--- src/rtl/lmem_wr_arbiter_pkg.sv ---
// Shared types and helpers for the LMEM write-port arbiter.
// Latency: n/a (declarations only).
// Backpressure: n/a.
package lmem_wr_arbiter_pkg;

   typedef enum logic {
      IDLE   = 1'b0,
      LOCKED = 1'b1
   } arb_state_e;

   // Ceiling log2 with clog2(1) == 0; usable in constant expressions.
   function automatic int clog2(input int v);
      int r;
      r = 0;
      for (int i = 0; i < 31; i++) begin
         if ((1 << i) < v) r = i + 1;
      end
      return r;
   endfunction

endpackage

--- src/rtl/lmem_wr_arbiter_rr_pick.sv ---
// Round-robin priority pick: first set valid bit at or above ptr, wrapping.
// Latency: combinational.
// Backpressure: none; pure selection logic.
module rr_pick
   import lmem_wr_arbiter_pkg::*;
#(
   parameter int N = 4
) (
   input  logic [N-1:0]          valid,
   input  logic [clog2(N)-1:0]   ptr,
   output logic [N-1:0]          onehot,
   output logic [clog2(N)-1:0]   idx,
   output logic                  any
);

   localparam int IW = clog2(N);

   always_comb begin
      int j;
      logic [IW-1:0] jj;
      onehot = '0;
      idx    = '0;
      any    = 1'b0;
      j      = 0;
      jj     = '0;
      for (int k = 0; k < N; k++) begin
         j = int'(ptr) + k;
         if (j >= N) j = j - N;
         jj = IW'(j);
         if (!any && valid[jj]) begin
            any        = 1'b1;
            onehot[jj] = 1'b1;
            idx        = jj;
         end
      end
   end

endmodule

--- src/rtl/lmem_wr_arbiter.sv ---
// Round-robin write arbiter for the single LMEM write port, with held bursts.
// Latency: accepted word appears on we_0/waddr_0/data_0 one cycle later.
// Backpressure: req_ready is combinational; at most one requester ready per cycle.
module lmem_wr_arbiter
   import lmem_wr_arbiter_pkg::*;
#(
   parameter int DATA_WIDTH = 18,
   parameter int ADDR_WIDTH = 10,
   parameter int N_REQ      = 4,
   parameter int MAX_BURST  = 16
) (
   input  logic                        clk,
   input  logic                        rst,
   input  logic [N_REQ-1:0]            req_valid,
   input  logic [N_REQ-1:0]            req_last,
   input  logic [N_REQ*ADDR_WIDTH-1:0] req_addr,
   input  logic [N_REQ*DATA_WIDTH-1:0] req_data,
   output logic [N_REQ-1:0]            req_ready,
   output logic                        we_0,
   output logic [ADDR_WIDTH-1:0]       waddr_0,
   output logic [DATA_WIDTH-1:0]       data_0,
   output logic [clog2(N_REQ)-1:0]     grant_id,
   output logic                        busy,
   output logic [15:0]                 wr_count
);

   localparam int IW = clog2(N_REQ);
   localparam int BW = clog2(MAX_BURST) + 1;

   arb_state_e      state_q, state_nxt;
   logic [IW-1:0]   rr_ptr_q, rr_ptr_nxt;
   logic [IW-1:0]   grant_q, grant_nxt;
   logic [BW-1:0]   beat_q, beat_nxt, beat_inc;
   logic [IW-1:0]   sel_idx;
   logic            accept;

   logic [N_REQ-1:0] pick_onehot;
   logic [IW-1:0]    pick_idx;
   logic             pick_any;

   logic [ADDR_WIDTH-1:0] sel_addr;
   logic [DATA_WIDTH-1:0] sel_data;

   rr_pick #(
      .N (N_REQ)
   ) u_rr_pick (
      .valid  (req_valid),
      .ptr    (rr_ptr_q),
      .onehot (pick_onehot),
      .idx    (pick_idx),
      .any    (pick_any)
   );

   function automatic logic [IW-1:0] wrap_inc(input logic [IW-1:0] i);
      if (int'(i) == N_REQ - 1) return '0;
      return i + IW'(1);
   endfunction

   assign sel_addr = req_addr[sel_idx*ADDR_WIDTH +: ADDR_WIDTH];
   assign sel_data = req_data[sel_idx*DATA_WIDTH +: DATA_WIDTH];

   always_comb begin
      state_nxt  = state_q;
      rr_ptr_nxt = rr_ptr_q;
      grant_nxt  = grant_q;
      beat_nxt   = beat_q;
      beat_inc   = beat_q + BW'(1);
      req_ready  = '0;
      sel_idx    = pick_idx;
      accept     = 1'b0;
      // Reset gates ready so nothing is accepted on a reset edge.
      if (!rst) begin
         unique case (state_q)
            IDLE: begin
               req_ready = pick_onehot;
               accept    = pick_any;
               sel_idx   = pick_idx;
               if (accept) begin
                  if (!req_last[pick_idx] && MAX_BURST > 1) begin
                     state_nxt = LOCKED;
                     grant_nxt = pick_idx;
                     beat_nxt  = BW'(1);
                  end else begin
                     rr_ptr_nxt = wrap_inc(pick_idx);
                  end
               end
            end
            LOCKED: begin
               req_ready[grant_q] = 1'b1;
               accept             = req_valid[grant_q];
               sel_idx            = grant_q;
               if (accept) begin
                  if (req_last[grant_q] || beat_inc == BW'(MAX_BURST)) begin
                     state_nxt  = IDLE;
                     rr_ptr_nxt = wrap_inc(grant_q);
                     beat_nxt   = '0;
                  end else begin
                     beat_nxt = beat_inc;
                  end
               end
            end
            default: state_nxt = IDLE;
         endcase
      end
   end

   always_ff @(posedge clk) begin
      if (rst) begin
         state_q  <= IDLE;
         rr_ptr_q <= '0;
         grant_q  <= '0;
         beat_q   <= '0;
         we_0     <= 1'b0;
         waddr_0  <= '0;
         data_0   <= '0;
         wr_count <= '0;
      end else begin
         state_q  <= state_nxt;
         rr_ptr_q <= rr_ptr_nxt;
         grant_q  <= grant_nxt;
         beat_q   <= beat_nxt;
         we_0     <= accept;
         if (accept) begin
            waddr_0 <= sel_addr;
            data_0  <= sel_data;
         end
         if (accept && wr_count != 16'hFFFF) wr_count <= wr_count + 16'd1;
      end
   end

   assign grant_id = grant_q;
   assign busy     = (state_q == LOCKED);

endmodule

--- config.mk ---
export PLATFORM = sky130hd
export DESIGN_NAME = lmem_wr_arbiter
export DESIGN_NICKNAME = d
export VERILOG_FILES = /design/src/rtl/lmem_wr_arbiter_pkg.sv /design/src/rtl/lmem_wr_arbiter_rr_pick.sv /design/src/rtl/lmem_wr_arbiter.sv
export SDC_FILE = /design/constraint.sdc
export NUM_CORES = 1
export LEC_CHECK = 0
export ABC_AREA = 1
export CORE_AREA = 2 2 125 127
export CTS_CLUSTER_DIAMETER = 100
export CTS_CLUSTER_SIZE = 24
export DETAILED_ROUTE_END_ITERATION = 12
export DIE_AREA = 0 0 127 129
export GPL_TIMING_DRIVEN = 0
export SLEW_MARGIN = 0
export SYNTH_ARGS = -nofsm -noshare
export SYNTH_HDL_FRONTEND = slang
export SYNTH_HIERARCHICAL = 1
export SYNTH_SLANG_ARGS = --single-unit
--- constraint.sdc ---
create_clock -name clk -period 4.7 [get_ports clk]
set_input_delay 0.94 -clock clk [delete_from_list [all_inputs] [get_ports clk]]
set_output_delay 0.94 -clock clk [all_outputs]
set_load 0.1 [all_outputs]
# Yosys cells after proc, flatten, opt, wreduce, memory -nomap -nowiden

Index checks and enable logic that the tools add are counted.

Bits in latches: 0
Memories kept: 0
Output and inout bits: 52
Memory bits (writable): 0
Register bits: 55
Bits of input ports: 122
Word-level logic and storage cells: 143
Bits in read-only memories: 0

Add/sub/neg operators: 11
Shifts and indexed selects: 2
Divide/modulo/power cells: 0
$lt $le $gt $ge: 15
Muxes and demuxes: 75
Equality and inequality tests: 9
$mul: 2
Bitwise logic cells: 5
Reduce and logical (&&, ||, !) cells: 16

Operators by type and width:

| operator                                                           | number |
|---|---|
| variable part select 72 x 8 -> 18 bit                              | 1 |
| variable part select 40 x 7 -> 10 bit                              | 1 |
| 2-to-1 mux 2 bit                                                   | 17 |
| 2-to-1 mux 1 bit                                                   | 31 |
| 2-to-1 mux 4 bit                                                   | 5 |
| 2-to-1 mux 5 bit                                                   | 4 |
| < comparator 2 x 3 -> 1 bit (second input constant)                | 6 |
| adder 16 x 1 -> 16 bit (second input constant)                     | 1 |
| != test 16 bit (second input constant)                             | 1 |
| binary-select mux 1 bit (select 2 bit)                             | 7 |
| bitwise OR 4 bit                                                   | 3 |
| demux 1 bit (select 2 bit)                                         | 5 |
| greater-or-equal comparator 2 x 1 -> 1 bit (second input constant) | 5 |
| case mux 5 bit (2 select lines)                                    | 1 |
| greater-or-equal comparator 3 bit (second input constant)          | 3 |
| logical AND 1 bit                                                  | 9 |
| case mux 2 bit (2 select lines)                                    | 2 |
| case mux 4 bit (2 select lines)                                    | 1 |
| subtractor 2 x 1 -> 2 bit (second input constant)                  | 4 |
| adder 2 x 2 -> 3 bit (second input constant)                       | 2 |
| multiplier 2 x 4 -> 6 bit (second input constant)                  | 1 |
| != test 2 bit (second input constant)                              | 3 |
| AND reduction 3 bit                                                | 2 |
| adder 5 x 1 -> 5 bit (second input constant)                       | 1 |
| 12 further kinds                                                   | 19 |

# Depth between registers and ports, before layout

Word-level depth: 24
Depth in mapped cells: 19
Mapped depth without buffers: 18

# Modules after synthesis

Netlist, hierarchy kept.

Modules (own cells, without submodules):

| module          | instances | cells each | sequential area each (um^2) | area an instance (um^2) |
|---|---|---|---|---|
| lmem_wr_arbiter | 1         | 621        | 1,101.1                     | 3,683.5 |
| rr_pick         | 1         | 74         | 0.0                         | 440.4 |

# Worst setup path before layout

OpenSTA, ideal clock, no wires.

Path type: input-to-output
Start point: in req_valid[3]
End point: out req_ready[0]
Required time: 3.760 ns
Path buffers: 0
Stages on the path: 9
Data arrival time: 2.988 ns
Slack: 0.772 ns
Path through: inv_1 nand2_1 nand3_4 nand2_4 nor2_1 a21oi_1 nand3_1 o21ai_0 nor2_1

Word-level cells in the longest chain between the ends: 14
Elaborated cells on any way between the ends: 26
Those cells by class: 17 x mux; 3 x bitwise; 6 x reduce/logical

RTL lines:

| what                                   | line                          | RTL |
|---|---|---|
| start: declaration                     | lmem_wr_arbiter.sv:14         | `input logic [N_REQ-1:0] req_valid,` |
| binary-select mux 1 bit (select 2 bit) | lmem_wr_arbiter_rr_pick.sv:30 | `if (!any && valid[jj]) begin` |
| 2-to-1 mux 1 bit (not written as such) | lmem_wr_arbiter_rr_pick.sv:30 |  |
| 2-to-1 mux 1 bit                       | lmem_wr_arbiter_rr_pick.sv:30 |  |
| logical NOT 1 bit                      | lmem_wr_arbiter_rr_pick.sv:30 |  |
| logical AND 1 bit                      | lmem_wr_arbiter_rr_pick.sv:30 |  |
| 2-to-1 mux 1 bit                       | lmem_wr_arbiter_rr_pick.sv:30 |  |
| logical NOT 1 bit                      | lmem_wr_arbiter_rr_pick.sv:30 |  |
| logical AND 1 bit                      | lmem_wr_arbiter_rr_pick.sv:30 |  |
| 2-to-1 mux 1 bit                       | lmem_wr_arbiter_rr_pick.sv:30 |  |
| logical NOT 1 bit                      | lmem_wr_arbiter_rr_pick.sv:30 |  |
| logical AND 1 bit                      | lmem_wr_arbiter_rr_pick.sv:30 |  |
| 2-to-1 mux 4 bit (*)                   | lmem_wr_arbiter_rr_pick.sv:30 |  |
| via pick_onehot[0]                     | lmem_wr_arbiter.sv:37         | `logic [N_REQ-1:0] pick_onehot;` |
| case mux 4 bit (2 select lines) (*)    | lmem_wr_arbiter.sv:73         | `unique case (state_q)` |
| 2-to-1 mux 4 bit (*)                   | lmem_wr_arbiter.sv:72         | `if (!rst) begin` |
| end: declaration                       | lmem_wr_arbiter.sv:18         | `output logic [N_REQ-1:0] req_ready,` |

The timed path passes the listed nets; every way through them passes the cells marked *. The select of a mux whose other input is x is not followed.

# Final worst setup path

Start point: in rst
End point: out req_ready[1]

Word-level cells in the longest chain between the ends: 1

RTL lines:

| what               | line                  | RTL |
|---|---|---|
| start: declaration | lmem_wr_arbiter.sv:13 | `input logic rst,` |
| 2-to-1 mux 4 bit   | lmem_wr_arbiter.sv:72 |  |

Every way passes these cells.

==> results.md <==
- FFs w/ async S/R, synth: 0
- Gr ovfl total: 0
- Total global-route track usage: 0.185
- Initial cell density of the core: 0.275
- I/O pins: roughly 170
- Synth Area in Simple Gates: 0.442
- Drt first pass iters: 4
- Max VDD drop: 0.000281 V
- Post-DP HPWL: 12.3 mm
- Die width: 127 um
- Layout cells sized above 1: 0.0662
- Most frequent cells in the layout: nand2_1 (173), clkdlybuf4s50_1 (169), nor2_1 (138), nand3_1 (63), dfxtp_1 (55)
- Reg2reg end: waddr_0[6]
- R2r setup slk: 1340 ps
- CTS buffer count: 5
- Sink Count: 55
- Area of the core: 15,000 sq um
- DRC violations left: 0
- DP Area: 6090 sq um
- RSZ-0062 raised after global routing: false
- Nets@finish: 1,009
- Post-synthesis adder-cell area fraction: 0.0364
- Rows: 45
- Clock buffer depth: 2
- ANT cells: 0
- Final Critical Period: 4470 ps
- Ranking of synthesized cells by area: dfxtp_1 (27%), nand2_1 (16%), nor2_1 (13%)
- Post-layout util: 0.418
- Yosys cell types: 32
- Leak: 0.00263 uW
- First-pass GRT wire length: 24.3 mm
- Final non-filler cell total: around 1,100
- Prevailing post-synth register cell: dfxtp_1
- Synth Warn #: 6
- Clock-pin slew on the worst setup and hold paths: 80 ps
- Slew Limit Headroom: 0.316
- Commonest non-fill, non-tap cell in the layout: nand2_1
- Largest net degree at the start of global routing: 19
- CP Data Required Time: 3760 ps
- Register bit count reported by yosys: 55
- CP Max Fanout: 10
- Fin. max-slew vios: 0
- Reg2reg start: rr_ptr_q[0]
- XOR/XNOR Fraction of Synth Area: 0.00850
- CP Class: input port to primary output
- Hold Path End: data_0[17]
- Postcts setup bufs: 0
- Count of cells along the worst hold path: 2
- Mapped Area: 4120 sq um
- Setup violators final: 0
- PwrDens: 728 nW/um^2
- Largest family of logic cells by synthesized area: simple AND/OR/NAND/NOR gates
- Register area share after synthesis: 0.267
- Die extent in y: about 130 um
- Syn nets: 829
- Placer Congestion: ~0.83
- Root Buffer: clkbuf_16
- Type of the most critical hold path: flip-flop to flip-flop
- Yosys top cell area share: 0.267
- Complex-gate fraction of the synthesized area: 0.164
- Iter 0 DRT Violations: between 150 and 200
- Antenna violations before repair: 0
- Setup crit start kind: input port
- Layout area overhead: 51.8%
- Pwr Total: 4560 uW
- Vias in the first global route: 4,754
- Achievable clock frequency: 0.224 GHz
- Drt total wl: ~15 mm
- Post-synth EDFFs: 0
- Data arrival, critical path: 3530 ps
- Hold path start: data_0[17]
- Total number of vias: 5,113
- Area of the multi-input gates: roughly 2700 sq um
- Final Cell Area: 6260 sq um
- Mux share of post-synthesis cell area: 0.00243
- TNS Setup: 0 ps
- Via density: 4.81
- CTS HTree Levels: 2
- Dpl cells: approximately 1,100
- Worst r2r path cells: 17
- Mapped Avg Cell Area: 5.93 sq um
- Post-synth top area cell: dfxtp_1
- Register area: 1100 sq um
- Status: finished, final reports clean
- DR WL/cell: between 10 and 15 um
- Tcrit/Tclk final: 0.951
- Cell count after synthesis: 695
- Final Skew: 9.44 ps
- Port Buf Inserts: 173
- Crit. End Element: primary output
- Worst-Margin Slew: slightly above 1000 ps
- Antenna viol nets, final: 0
- Die ar.: between 15,000 and 20,000 sq um
- Fill count: 1,649
- TritonCTS clock tree: done
- Clock latency on the worst-skew pair: 300 ps
- MaxCap Viol Count: 0
- Final Hold Vio Count: 0
[cell usage after synthesis, drive strengths merged, types with 3 or more instances]
master	n
a21boi	4
nand3	67
dfxtp	55
ha	12
nand2	184
inv	40
clkbuf	13
buf	22
a21oi	29
o21ai	90
nor2	141
nand4	24
o211ai	3
xor2	4
[state kept, by name, summed over array words and instances, names as in the netlist]
name	flops
rr_ptr_q	2
beat_q	5
data_0	18
busy	1
waddr_0	10
we_0	1
grant_id	2
wr_count	16
[cells by family (layout without fill, tap and decap cells)]
logic type,after synthesis,count (layout)
and+or+nand+nor,419,419
buffers and inverters,75,256
AOI/OAI and AO/OA,129,129
DFF,55,55
adders and majority gates,12,12
muxes,1,1
xor gates and xnor gates,4,4
[worst max-delay path by stage]
stage,from,to
2_1_floorplan,req_valid[3],req_ready[0]
3_3_place_gp,rst,req_ready[1]
3_5_place_dp,rst,req_ready[2]
4_1_cts,rst,req_ready[3]
5_1_grt,rst,req_ready[2]
6_report,rst,req_ready[1]
[through the flow]
step | setup WS, ps | hold slack, ps
finish | 231 | 470
global route | 82.1 | 490
CTS | 23.7 | 474
detailed placement | -335 | 463
global placement | -344 | 458
floorplan | 772 | 474
[layout make-up]
type,instances,area share
Tap cell,188,0.0376
Sequential cell,55,0.176
Multi-Input combinational cell,565,0.430
Inverter,40,0.0240
Timing Repair Buffer,173,0.276
Clock buffer,5,0.0200
Clock inverter,3,0.00739
Buffer,35,0.0286
[where the power goes]
part / internal [uW] / leakage (uW) / switching [uW]
clock network: 254 / 0.0000804 / 185
logic: 974 / 0.00210 / 2440
registers: 596 / 0.000452 / 106
[per-layer routing]
layer / up-vias / global-route usage / share of wire / routed length (um)
met2: 166 / 0.303 / 0.46 / 7040
met1: 2277 / 0.234 / 0.44 / 6850
met4: 0 / 0.0575 / 0.025 / 387
met3: 25 / 0.0561 / 0.076 / 1180
li1: 2645 / - / - / -
met5: - / 0 / 0 / 0
[worst max-delay path, stage by stage]
cell and delay [ps]:
clkdlybuf4s50_1 550, inv_2 150, clkbuf_1 420, clkbuf_1 500, o21ai_0 230, nor2_1 150
clkdlybuf4s15_2 570
[what timing repair did]
item                                    CTS  global route
endpoints found under the setup margin    4             1
resized for setup                        10             2
hold buffers                              0             0
Power figures use the tool's default switching activity.
